===== src/rtl/biquad_pkg.sv =====
`default_nettype none
// ============================================================================
//  Package     : biquad_pkg
//  Description : Shared constants and types for the time-multiplexed biquad
//                scheduler: Q2.14 scaling, coefficient slot indices, FSM
//                state encoding and output saturation limits.
//  Revision    : 1.0  initial release
// ============================================================================
package biquad_pkg;

    // Q2.14 fixed point: 1.0 is represented as 2^14.
    localparam int FRAC_BITS = 14;
    localparam int COEF_ONE  = 16384;

    // Five coefficient slots per band.
    localparam int NUM_COEFS = 5;

    // Output sample limits (16-bit signed samples).
    localparam int SAT_MAX = 32767;
    localparam int SAT_MIN = -32768;

    // Coefficient slot index, matching the write-port encoding.
    typedef enum logic [2:0] {
        B0 = 3'd0,
        B1 = 3'd1,
        B2 = 3'd2,
        A1 = 3'd3,
        A2 = 3'd4
    } coef_idx_e;

    // Scheduler states: one band is LOAD, MAC0..MAC4, WRITE (7 cycles).
    typedef enum logic [3:0] {
        ST_IDLE  = 4'd0,
        ST_LOAD  = 4'd1,
        ST_MAC0  = 4'd2,
        ST_MAC1  = 4'd3,
        ST_MAC2  = 4'd4,
        ST_MAC3  = 4'd5,
        ST_MAC4  = 4'd6,
        ST_WRITE = 4'd7,
        ST_DONE  = 4'd8
    } state_e;

endpackage
`default_nettype wire


===== src/rtl/biquad_scheduler_if.sv =====
`default_nettype none
// ============================================================================
//  Interface   : biquad_scheduler_if
//  Description : Sample, coefficient-programming and status signals of the
//                biquad scheduler.
//                master : sample source / MCU side (drives inputs)
//                slave  : the scheduler itself
//  Signals     : sample_in/sample_valid/band_bypass  - incoming sample
//                coef_wr_* / coef_commit             - shadow bank programming
//                coef_pending                        - commit not yet applied
//                sample_out/out_valid/busy           - result and activity
//                clip_flag/overrun/flag_clear        - sticky status flags
//  Revision    : 1.0  initial release
// ============================================================================
interface biquad_scheduler_if #(
    parameter int NUM_BANDS = 4,
    parameter int DATA_W    = 16,
    parameter int COEF_W    = 16
);
    localparam int BAND_W = (NUM_BANDS > 1) ? $clog2(NUM_BANDS) : 1;

    logic signed [DATA_W-1:0] sample_in;
    logic                     sample_valid;
    logic [NUM_BANDS-1:0]     band_bypass;
    logic                     coef_wr_en;
    logic [BAND_W-1:0]        coef_wr_band;
    logic [2:0]               coef_wr_idx;
    logic signed [COEF_W-1:0] coef_wr_data;
    logic                     coef_commit;
    logic                     coef_pending;
    logic signed [DATA_W-1:0] sample_out;
    logic                     out_valid;
    logic                     busy;
    logic                     clip_flag;
    logic                     overrun;
    logic                     flag_clear;

    modport master (
        output sample_in, sample_valid, band_bypass,
        output coef_wr_en, coef_wr_band, coef_wr_idx, coef_wr_data, coef_commit,
        output flag_clear,
        input  coef_pending, sample_out, out_valid, busy, clip_flag, overrun
    );

    modport slave (
        input  sample_in, sample_valid, band_bypass,
        input  coef_wr_en, coef_wr_band, coef_wr_idx, coef_wr_data, coef_commit,
        input  flag_clear,
        output coef_pending, sample_out, out_valid, busy, clip_flag, overrun
    );

endinterface
`default_nettype wire


===== src/rtl/biquad_coef_bank.sv =====
`default_nettype none
// ============================================================================
//  Module      : biquad_coef_bank
//  Description : Double-buffered coefficient store. Writes land in the
//                shadow bank; a swap copies the whole shadow bank (including
//                a write in the same cycle) into the active bank atomically.
//  Ports       : clk, reset                 - clock, async active-high reset
//                wr_en_i/wr_band_i/wr_idx_i/wr_data_i - shadow write port
//                commit_i                   - request a swap (sets pending)
//                swap_i                     - perform the swap now
//                rd_band_i/rd_idx_i/rd_data_o - active bank read port
//                pending_o                  - commit requested, not applied
//  Revision    : 1.0  initial release
// ============================================================================
module biquad_coef_bank
    import biquad_pkg::*;
#(
    parameter int NUM_BANDS = 4,
    parameter int COEF_W    = 16,
    parameter int BAND_W    = 2
) (
    input  logic                     clk,
    input  logic                     reset,
    input  logic                     wr_en_i,
    input  logic [BAND_W-1:0]        wr_band_i,
    input  logic [2:0]               wr_idx_i,
    input  logic signed [COEF_W-1:0] wr_data_i,
    input  logic                     commit_i,
    input  logic                     swap_i,
    input  logic [BAND_W-1:0]        rd_band_i,
    input  coef_idx_e                rd_idx_i,
    output logic signed [COEF_W-1:0] rd_data_o,
    output logic                     pending_o
);

    localparam logic signed [COEF_W-1:0] ONE_Q = COEF_W'(COEF_ONE);

    logic signed [COEF_W-1:0] shadow_q [NUM_BANDS][NUM_COEFS];
    logic signed [COEF_W-1:0] shadow_d [NUM_BANDS][NUM_COEFS];
    logic signed [COEF_W-1:0] active_q [NUM_BANDS][NUM_COEFS];
    logic                     pending_q;
    logic                     wr_ok_w;

    // Out-of-range slot or band addresses are silently dropped.
    assign wr_ok_w = wr_en_i
                   && (32'(wr_idx_i) < NUM_COEFS)
                   && (32'(wr_band_i) < NUM_BANDS);

    always_comb begin
        shadow_d = shadow_q;
        if (wr_ok_w) begin
            shadow_d[wr_band_i][wr_idx_i] = wr_data_i;
        end
    end

    always_ff @(posedge clk or posedge reset) begin
        if (reset) begin
            for (int b = 0; b < NUM_BANDS; b++) begin
                for (int i = 0; i < NUM_COEFS; i++) begin
                    shadow_q[b][i] <= (i == 0) ? ONE_Q : '0;
                    active_q[b][i] <= (i == 0) ? ONE_Q : '0;
                end
            end
            pending_q <= 1'b0;
        end else begin
            shadow_q <= shadow_d;
            // Swap from shadow_d so a write in the swap cycle is included.
            if (swap_i) begin
                active_q <= shadow_d;
            end
            if (swap_i) begin
                pending_q <= 1'b0;
            end else if (commit_i) begin
                pending_q <= 1'b1;
            end
        end
    end

    assign rd_data_o = active_q[rd_band_i][rd_idx_i];
    assign pending_o = pending_q;

endmodule
`default_nettype wire


===== src/rtl/biquad_scheduler.sv =====
`default_nettype none
// ============================================================================
//  Module      : biquad_scheduler
//  Description : Runs NUM_BANDS cascaded Q2.14 biquads per input sample on a
//                single shared multiplier and accumulator. Each band takes
//                7 cycles (LOAD, 5 MACs, WRITE); coefficients swap from the
//                shadow bank only when a sample is accepted.
//  Ports       : clk    - system clock
//                reset  - asynchronous, active-high reset
//                bus    - biquad_scheduler_if.slave (sample, coefficient
//                         programming and status signals)
//  Revision    : 1.0  initial release
// ============================================================================
module biquad_scheduler
    import biquad_pkg::*;
#(
    parameter int NUM_BANDS = 4,
    parameter int DATA_W    = 16,
    parameter int COEF_W    = 16,
    parameter int ACC_W     = 36
) (
    input  logic               clk,
    input  logic               reset,
    biquad_scheduler_if.slave  bus
);

    localparam int BAND_W = (NUM_BANDS > 1) ? $clog2(NUM_BANDS) : 1;
    localparam int PROD_W = DATA_W + COEF_W;
    localparam logic signed [ACC_W-1:0] SAT_HI = ACC_W'(SAT_MAX);
    localparam logic signed [ACC_W-1:0] SAT_LO = ACC_W'(SAT_MIN);
    localparam logic [BAND_W-1:0]       LAST_BAND = BAND_W'(NUM_BANDS - 1);

    state_e                   state_q;
    logic [BAND_W-1:0]        band_q;
    logic [NUM_BANDS-1:0]     bypass_q;
    logic signed [DATA_W-1:0] xcur_q;
    logic signed [ACC_W-1:0]  acc_q;
    logic signed [DATA_W-1:0] hx1_q, hx2_q, hy1_q, hy2_q;
    logic signed [DATA_W-1:0] x1_q [NUM_BANDS];
    logic signed [DATA_W-1:0] x2_q [NUM_BANDS];
    logic signed [DATA_W-1:0] y1_q [NUM_BANDS];
    logic signed [DATA_W-1:0] y2_q [NUM_BANDS];
    logic signed [DATA_W-1:0] sample_out_q;
    logic                     out_valid_q;
    logic                     busy_q;
    logic                     clip_q;
    logic                     overrun_q;

    logic                     accept_w;
    logic                     swap_w;
    logic                     pending_w;
    coef_idx_e                rd_idx_w;
    logic signed [COEF_W-1:0] coef_w;
    logic signed [DATA_W-1:0] mul_b_w;
    logic signed [PROD_W-1:0] prod_w;
    logic signed [ACC_W-1:0]  prod_ext_w;
    logic signed [ACC_W-1:0]  acc_next_w;
    logic signed [ACC_W-1:0]  acc_shift_w;
    logic signed [DATA_W-1:0] y_sat_w;
    logic                     sat_w;
    logic                     band_bypass_w;
    logic signed [DATA_W-1:0] band_y_w;
    logic                     clip_set_w;
    logic                     ovr_set_w;

    assign accept_w = (state_q == ST_IDLE) && bus.sample_valid;
    // A commit raised in the acceptance cycle itself still takes effect.
    assign swap_w   = accept_w && (pending_w || bus.coef_commit);

    biquad_coef_bank #(
        .NUM_BANDS (NUM_BANDS),
        .COEF_W    (COEF_W),
        .BAND_W    (BAND_W)
    ) u_coef_bank (
        .clk       (clk),
        .reset     (reset),
        .wr_en_i   (bus.coef_wr_en),
        .wr_band_i (bus.coef_wr_band),
        .wr_idx_i  (bus.coef_wr_idx),
        .wr_data_i (bus.coef_wr_data),
        .commit_i  (bus.coef_commit),
        .swap_i    (swap_w),
        .rd_band_i (band_q),
        .rd_idx_i  (rd_idx_w),
        .rd_data_o (coef_w),
        .pending_o (pending_w)
    );

    // Operand selection for the shared multiplier, one term per MAC state.
    always_comb begin
        rd_idx_w = B0;
        mul_b_w  = xcur_q;
        case (state_q)
            ST_MAC1: begin rd_idx_w = B1; mul_b_w = hx1_q; end
            ST_MAC2: begin rd_idx_w = B2; mul_b_w = hx2_q; end
            ST_MAC3: begin rd_idx_w = A1; mul_b_w = hy1_q; end
            ST_MAC4: begin rd_idx_w = A2; mul_b_w = hy2_q; end
            default: begin rd_idx_w = B0; mul_b_w = xcur_q; end
        endcase
    end

    assign prod_w     = PROD_W'(coef_w) * PROD_W'(mul_b_w);
    assign prod_ext_w = ACC_W'(prod_w);
    // Feedback terms enter with a negative sign.
    assign acc_next_w = ((state_q == ST_MAC3) || (state_q == ST_MAC4))
                      ? (acc_q - prod_ext_w) : (acc_q + prod_ext_w);

    assign acc_shift_w = acc_q >>> FRAC_BITS;

    always_comb begin
        y_sat_w = acc_shift_w[DATA_W-1:0];
        sat_w   = 1'b0;
        if (acc_shift_w > SAT_HI) begin
            y_sat_w = DATA_W'(SAT_MAX);
            sat_w   = 1'b1;
        end else if (acc_shift_w < SAT_LO) begin
            y_sat_w = DATA_W'(SAT_MIN);
            sat_w   = 1'b1;
        end
    end

    assign band_bypass_w = bypass_q[band_q];
    assign band_y_w      = band_bypass_w ? xcur_q : y_sat_w;
    assign clip_set_w    = (state_q == ST_WRITE) && !band_bypass_w && sat_w;
    assign ovr_set_w     = bus.sample_valid && (state_q != ST_IDLE);

    always_ff @(posedge clk or posedge reset) begin
        if (reset) begin
            state_q      <= ST_IDLE;
            band_q       <= '0;
            bypass_q     <= '0;
            xcur_q       <= '0;
            acc_q        <= '0;
            hx1_q        <= '0;
            hx2_q        <= '0;
            hy1_q        <= '0;
            hy2_q        <= '0;
            for (int b = 0; b < NUM_BANDS; b++) begin
                x1_q[b] <= '0;
                x2_q[b] <= '0;
                y1_q[b] <= '0;
                y2_q[b] <= '0;
            end
            sample_out_q <= '0;
            out_valid_q  <= 1'b0;
            busy_q       <= 1'b0;
            clip_q       <= 1'b0;
            overrun_q    <= 1'b0;
        end else begin
            // A new event wins over a simultaneous clear.
            clip_q    <= clip_set_w || (clip_q && !bus.flag_clear);
            overrun_q <= ovr_set_w  || (overrun_q && !bus.flag_clear);

            case (state_q)
                ST_IDLE: begin
                    if (accept_w) begin
                        xcur_q   <= bus.sample_in;
                        bypass_q <= bus.band_bypass;
                        band_q   <= '0;
                        busy_q   <= 1'b1;
                        state_q  <= ST_LOAD;
                    end
                end
                ST_LOAD: begin
                    acc_q   <= '0;
                    hx1_q   <= x1_q[band_q];
                    hx2_q   <= x2_q[band_q];
                    hy1_q   <= y1_q[band_q];
                    hy2_q   <= y2_q[band_q];
                    state_q <= ST_MAC0;
                end
                ST_MAC0: begin acc_q <= acc_next_w; state_q <= ST_MAC1;  end
                ST_MAC1: begin acc_q <= acc_next_w; state_q <= ST_MAC2;  end
                ST_MAC2: begin acc_q <= acc_next_w; state_q <= ST_MAC3;  end
                ST_MAC3: begin acc_q <= acc_next_w; state_q <= ST_MAC4;  end
                ST_MAC4: begin acc_q <= acc_next_w; state_q <= ST_WRITE; end
                ST_WRITE: begin
                    if (band_bypass_w) begin
                        x1_q[band_q] <= '0;
                        x2_q[band_q] <= '0;
                        y1_q[band_q] <= '0;
                        y2_q[band_q] <= '0;
                    end else begin
                        x2_q[band_q] <= hx1_q;
                        x1_q[band_q] <= xcur_q;
                        y2_q[band_q] <= hy1_q;
                        y1_q[band_q] <= y_sat_w;
                    end
                    // This band's output feeds the next band.
                    xcur_q <= band_y_w;
                    if (band_q == LAST_BAND) begin
                        sample_out_q <= band_y_w;
                        out_valid_q  <= 1'b1;
                        state_q      <= ST_DONE;
                    end else begin
                        band_q  <= band_q + BAND_W'(1);
                        state_q <= ST_LOAD;
                    end
                end
                ST_DONE: begin
                    out_valid_q <= 1'b0;
                    busy_q      <= 1'b0;
                    state_q     <= ST_IDLE;
                end
                default: state_q <= ST_IDLE;
            endcase
        end
    end

    assign bus.coef_pending = pending_w;
    assign bus.sample_out   = sample_out_q;
    assign bus.out_valid    = out_valid_q;
    assign bus.busy         = busy_q;
    assign bus.clip_flag    = clip_q;
    assign bus.overrun      = overrun_q;

endmodule
`default_nettype wire


===== src/flat_wrapper.sv =====
// flat-port wrapper written by rule: the top's interface ports become plain ports
module biquad_scheduler_flat import biquad_pkg::*;
#(
    parameter int NUM_BANDS = 4,
    parameter int DATA_W    = 16,
    parameter int COEF_W    = 16,
    parameter int ACC_W     = 36
)
  (clk, reset, bus_sample_in, bus_sample_valid, bus_band_bypass, bus_coef_wr_en, bus_coef_wr_band, bus_coef_wr_idx, bus_coef_wr_data, bus_coef_commit, bus_flag_clear, bus_coef_pending, bus_sample_out, bus_out_valid, bus_busy, bus_clip_flag, bus_overrun);
  biquad_scheduler_if #(.NUM_BANDS(NUM_BANDS), .DATA_W(DATA_W), .COEF_W(COEF_W)) bus_i ();
  input  logic clk;
  input  logic reset;
  input wire logic [$bits(bus_i.sample_in)-1:0] bus_sample_in;
  input wire logic [$bits(bus_i.sample_valid)-1:0] bus_sample_valid;
  input wire logic [$bits(bus_i.band_bypass)-1:0] bus_band_bypass;
  input wire logic [$bits(bus_i.coef_wr_en)-1:0] bus_coef_wr_en;
  input wire logic [$bits(bus_i.coef_wr_band)-1:0] bus_coef_wr_band;
  input wire logic [$bits(bus_i.coef_wr_idx)-1:0] bus_coef_wr_idx;
  input wire logic [$bits(bus_i.coef_wr_data)-1:0] bus_coef_wr_data;
  input wire logic [$bits(bus_i.coef_commit)-1:0] bus_coef_commit;
  input wire logic [$bits(bus_i.flag_clear)-1:0] bus_flag_clear;
  output wire logic [$bits(bus_i.coef_pending)-1:0] bus_coef_pending;
  output wire logic [$bits(bus_i.sample_out)-1:0] bus_sample_out;
  output wire logic [$bits(bus_i.out_valid)-1:0] bus_out_valid;
  output wire logic [$bits(bus_i.busy)-1:0] bus_busy;
  output wire logic [$bits(bus_i.clip_flag)-1:0] bus_clip_flag;
  output wire logic [$bits(bus_i.overrun)-1:0] bus_overrun;
  assign bus_i.sample_in = bus_sample_in;
  assign bus_i.sample_valid = bus_sample_valid;
  assign bus_i.band_bypass = bus_band_bypass;
  assign bus_i.coef_wr_en = bus_coef_wr_en;
  assign bus_i.coef_wr_band = bus_coef_wr_band;
  assign bus_i.coef_wr_idx = bus_coef_wr_idx;
  assign bus_i.coef_wr_data = bus_coef_wr_data;
  assign bus_i.coef_commit = bus_coef_commit;
  assign bus_i.flag_clear = bus_flag_clear;
  assign bus_coef_pending = bus_i.coef_pending;
  assign bus_sample_out = bus_i.sample_out;
  assign bus_out_valid = bus_i.out_valid;
  assign bus_busy = bus_i.busy;
  assign bus_clip_flag = bus_i.clip_flag;
  assign bus_overrun = bus_i.overrun;
  biquad_scheduler #(.NUM_BANDS(NUM_BANDS), .DATA_W(DATA_W), .COEF_W(COEF_W), .ACC_W(ACC_W)) u_core (.clk(clk), .reset(reset), .bus(bus_i));
endmodule

===== config.mk =====
export PLATFORM = sky130hd
export DESIGN_NAME = biquad_scheduler_flat
export DESIGN_NICKNAME = d
export VERILOG_FILES = /design/src/rtl/biquad_pkg.sv /design/src/rtl/biquad_scheduler_if.sv /design/src/rtl/biquad_coef_bank.sv /design/src/rtl/biquad_scheduler.sv /design/src/flat_wrapper.sv
export SDC_FILE = /design/constraint.sdc
export NUM_CORES = 2
export LEC_CHECK = 0
export CORE_MARGIN = 2
export CORE_UTILIZATION = 30
export CTS_BUF_LIST = sky130_fd_sc_hd__clkbuf_4 sky130_fd_sc_hd__clkbuf_8 sky130_fd_sc_hd__clkbuf_16
export CTS_CLUSTER_DIAMETER = 120
export CTS_CLUSTER_SIZE = 30
export DETAILED_ROUTE_END_ITERATION = 10
export GPL_ROUTABILITY_DRIVEN = 1
export HOLD_SLACK_MARGIN = 0.08
export PLACE_DENSITY = 0.51
export SLEW_MARGIN = 10
export SYNTH_ARGS = -nofsm -noshare
export SYNTH_HDL_FRONTEND = slang
export SYNTH_SLANG_ARGS = --single-unit

===== constraint.sdc =====
create_clock -name clk -period 49.5 [get_ports clk]
set_input_delay 9.9 -clock clk [delete_from_list [all_inputs] [get_ports clk]]
set_output_delay 9.9 -clock clk [all_outputs]
set_load 0.02 [all_outputs]

==> results.sh <==
export IMPL_slew_headroom_pct=13.3
export IMPL_path_common_cell="buf_4"
export IMPL_routedWlPerCell_um=20.4
export IMPL_crit_end="u_core.u_coef_bank.active_q[17]$_DFFE_PP0P_"
export IMPL_ys_top_cells_by_area="dfrtp_1 46%, mux2_2 14%, fa_1 9.5%, mux4_2 5.8%, nand2_1 3.4%"
export IMPL_max_cap_violations=0
export IMPL_cts_resized=0
export IMPL_worst_slack_ns=35.34
export IMPL_muxShareOfSynthArea_pct=20.5
export IMPL_fin_crit_ns=14.16
export IMPL_ys_flop_type="dfrtp_1"
export IMPL_clk_pin_slew_ns=0.11
export IMPL_drtIter0Drc=2292
export IMPL_synth_cell_types=88
export IMPL_status="complete, no violations"
export IMPL_grt_pass1_vias=36097
export IMPL_synthesis_nets=5064
export IMPL_io_buffers=67
export IMPL_root_buffer="clkbuf_16"
export IMPL_die_w_um=435
export IMPL_cts_buffers=41
export IMPL_finalSetupViolations=0
export IMPL_regToRegSetupSlack_ns=36.61
export IMPL_drc_errors=0
export IMPL_antenna_found_initial=5
export IMPL_cpLargestDelayFamily="buffers and inverters"
export IMPL_core_area_um2=185000
export IMPL_path_cells="clkdlybuf4s50_1 -> inv_8 -> buf_12 -> buf_4 -> buf_4 -> buf_4"
export IMPL_synth_compound_area_share_pct=7.42
export IMPL_first_pass_iters=7
export IMPL_skew_ns=0.0698
export IMPL_row_count=158
export IMPL_synth_top_family_by_area="multiplexers"
export IMPL_start_util_pct=30.1
export IMPL_drive_above_1_share_pct=23.7
export IMPL_grt_max_degree=171
export IMPL_critPathMaxStageDelay_ns=0.94
export IMPL_track_usage_pct=15.2
export IMPL_hold_viol=0
export IMPL_reg2reg_from="u_core.band_q[0]$_DFFE_PP0P_"
export IMPL_synth_edf_count=0
export IMPL_nFillCells=18665
export IMPL_hp_class="flop to flop"
export IMPL_slew_viol_final=0
export IMPL_tightest_slew_ns=1.29
export IMPL_critical_path_class="input pin to asynchronous set/reset pin"
export IMPL_yosys_area_top_type_share_pct=46.5
export IMPL_ant_nets=0
export IMPL_cts_htree_levels=2
export IMPL_pre_cts_slack_ns=34.45
export IMPL_numClockSinks=1043
export IMPL_crit_required_ns=50.15
export IMPL_holdBufCountCts=0
export IMPL_critical_path_depth=6
export IMPL_synth_top_area_cell="dfrtp_1"
export IMPL_viasPerCell=4.92
export IMPL_nNetsFinal=4991
export IMPL_grt_pass1_wl_um=226000
export IMPL_clock_latency_ns=0.68
export IMPL_cp_start_kind="input pin"
export IMPL_timing_fmax_mhz=70.6
export IMPL_globalplace_congestion=0.819
export IMPL_grt_overflow_total=0
export IMPL_synthAdderAreaFrac_pct=12.2
export IMPL_r2r_end="u_core.acc_q[35]$_DFFE_PP0P_"
export IMPL_setup_worst_path_start="reset"
export IMPL_syn_avg_cell_area_um2=12.0
export IMPL_cp_end_kind="asynchronous set/reset pin"
export IMPL_cp_max_fo=153
export IMPL_slowest_stage="buf_4"
export IMPL_clockBufferDepth=3
export IMPL_yosys_top_cells_count="1,035 x dfrtp_1, 712 x mux2_2, 504 x nand2_1, 346 x o21ai_0, 327 x inv_1"
export IMPL_cts_tree="yes"
export IMPL_synthMostInstantiatedCell="dfrtp_1"
export IMPL_vias=34685
export IMPL_syn_area_um2=55700
export IMPL_die_h_um=435
export IMPL_finalSetupTns_ns=0
export IMPL_arrival_ns=14.80
export IMPL_synthArstFlopShare_pct=100
export IMPL_postSynthCellCount=4632
export IMPL_rsz0062_at_grt="false"
export IMPL_yosysWarnings=0
export IMPL_yosys_area_share_xor_xnor_pct=1.34
export IMPL_synthSimpleGateAreaFrac_pct=7.65
export IMPL_area_delta_synth_final_pct=8.72
export IMPL_timing_final_crit_share_pct=28.6
export IMPL_synth_seq_cells=1043
export IMPL_synth_seq_area_share_pct=46.9
export IMPL_cp_num_buf_inv=6
export IMPL_cts_setup_buffers=0
export IMPL_die_area_um2=189000
export IMPL_drt_total_wl_um=144000
export IMPL_pin_count=68
export IMPL_r2r_cells=39
export IMPL_fin_util_pct=32.7
export IMPL_dp_hpwl_um=96000
[tightest hold or removal path, delay by kind of cell, from the launching register on]
family / cells / cell delay [ns]
compound gates: 1 / 0.06
flops: 1 / 0.36
simple gates: 1 / 0.05
[routing by layer]
metal  vias to the layer above  GRT usage, %  part of all wire, %
met1                     18401          21.0                   46
met4                         2          3.69                  2.3
met5                         -             0                0.011
met2                       437          25.7                   49
met3                       127          1.17                  2.6
li1                      15718             -                    -
[logic make-up after synthesis]
| kind of cell | count (synthesis) |
|---|---|
| adder cells (fa/ha/maj) | 385 |
| buffers and inverters | 599 |
| AO/OA/AOI/OAI | 676 |
| XOR/XNOR | 85 |
| flip-flops | 1043 |
| AND/OR/NAND/NOR | 975 |
| multiplexers | 869 |
[area by class of cell]
type / count / area (um^2) / share of cell area, %
timing repair buffer: 154 / 1360 / 2.25
clock inverter: 5 / 100 / 0.165
sequential: 1043 / 26100 / 43.1
multi-input combinational: 2990 / 27500 / 45.4
clock buffer: 54 / 1160 / 1.91
inverter: 329 / 1240 / 2.05
tap: 2480 / 3100 / 5.12
antenna: 1 / 2.50 / 0.00413
[cells in the final DEF (no fill, tap or decap), types with 14 or more instances in the layout]
master	count
a21oi_1	78
a22oi_1	30
fa_1	263
buf_4	84
o21ai_0	343
nand2b_1	35
o21a_1	19
a31oi_1	28
nand3_1	19
mux2_2	712
mux4_2	144
inv_1	326
clkbuf_16	43
clkdlybuf4s50_1	67
a21o_1	35
or2_2	22
a221o_1	22
xor2_1	30
nand2_1	498
a211oi_1	19
nor2_1	261
xnor2_1	55
nor3_1	25
and3_1	14
dfrtp_1	1032
ha_1	122
[registers in the layout, indices dropped and copies added (netlist names), 36 cells and up]
register / cells
u_core.acc_q: 36
u_core.u_coef_bank.active_q: 320
u_core.u_coef_bank.shadow_q: 320
u_core.x1_q: 64
u_core.x2_q: 64
u_core.y1_q: 64
u_core.y2_q: 64
[per-stage QoR]
step	hold WS (ns)	instance area, um^2	std cells
finish	0.490	60600	7056
detailed placement	0.465	59300	6996
floorplan	0.445	55700	4632
global route	0.510	60600	7056
global placement	0.457	59300	6996
CTS	0.492	60600	7055
[worst min-delay path by stage]
stage                                startpoint                     endpoint  slack, ns  depth (start not counted)
CTS                  u_core.x2_q[3]$_DFFE_PP0P_   u_core.x2_q[3]$_DFFE_PP0P_       0.49                          2
finish              u_core.y1_q[35]$_DFFE_PP0P_  u_core.y1_q[35]$_DFFE_PP0P_       0.49                          2
global route        u_core.x2_q[24]$_DFFE_PP0P_  u_core.x2_q[24]$_DFFE_PP0P_       0.51                          2
detailed placement  u_core.y2_q[18]$_DFFE_PP0P_  u_core.y2_q[18]$_DFFE_PP0P_       0.47                          2
global placement    u_core.y1_q[35]$_DFFE_PP0P_  u_core.y1_q[35]$_DFFE_PP0P_       0.46                          2
floorplan           u_core.x1_q[32]$_DFFE_PP0P_  u_core.x1_q[32]$_DFFE_PP0P_       0.44                          2
Power is left out: the tool's default activity adds up to more than one toggle a clock period on the data nets, which glitch-free logic cannot reach.
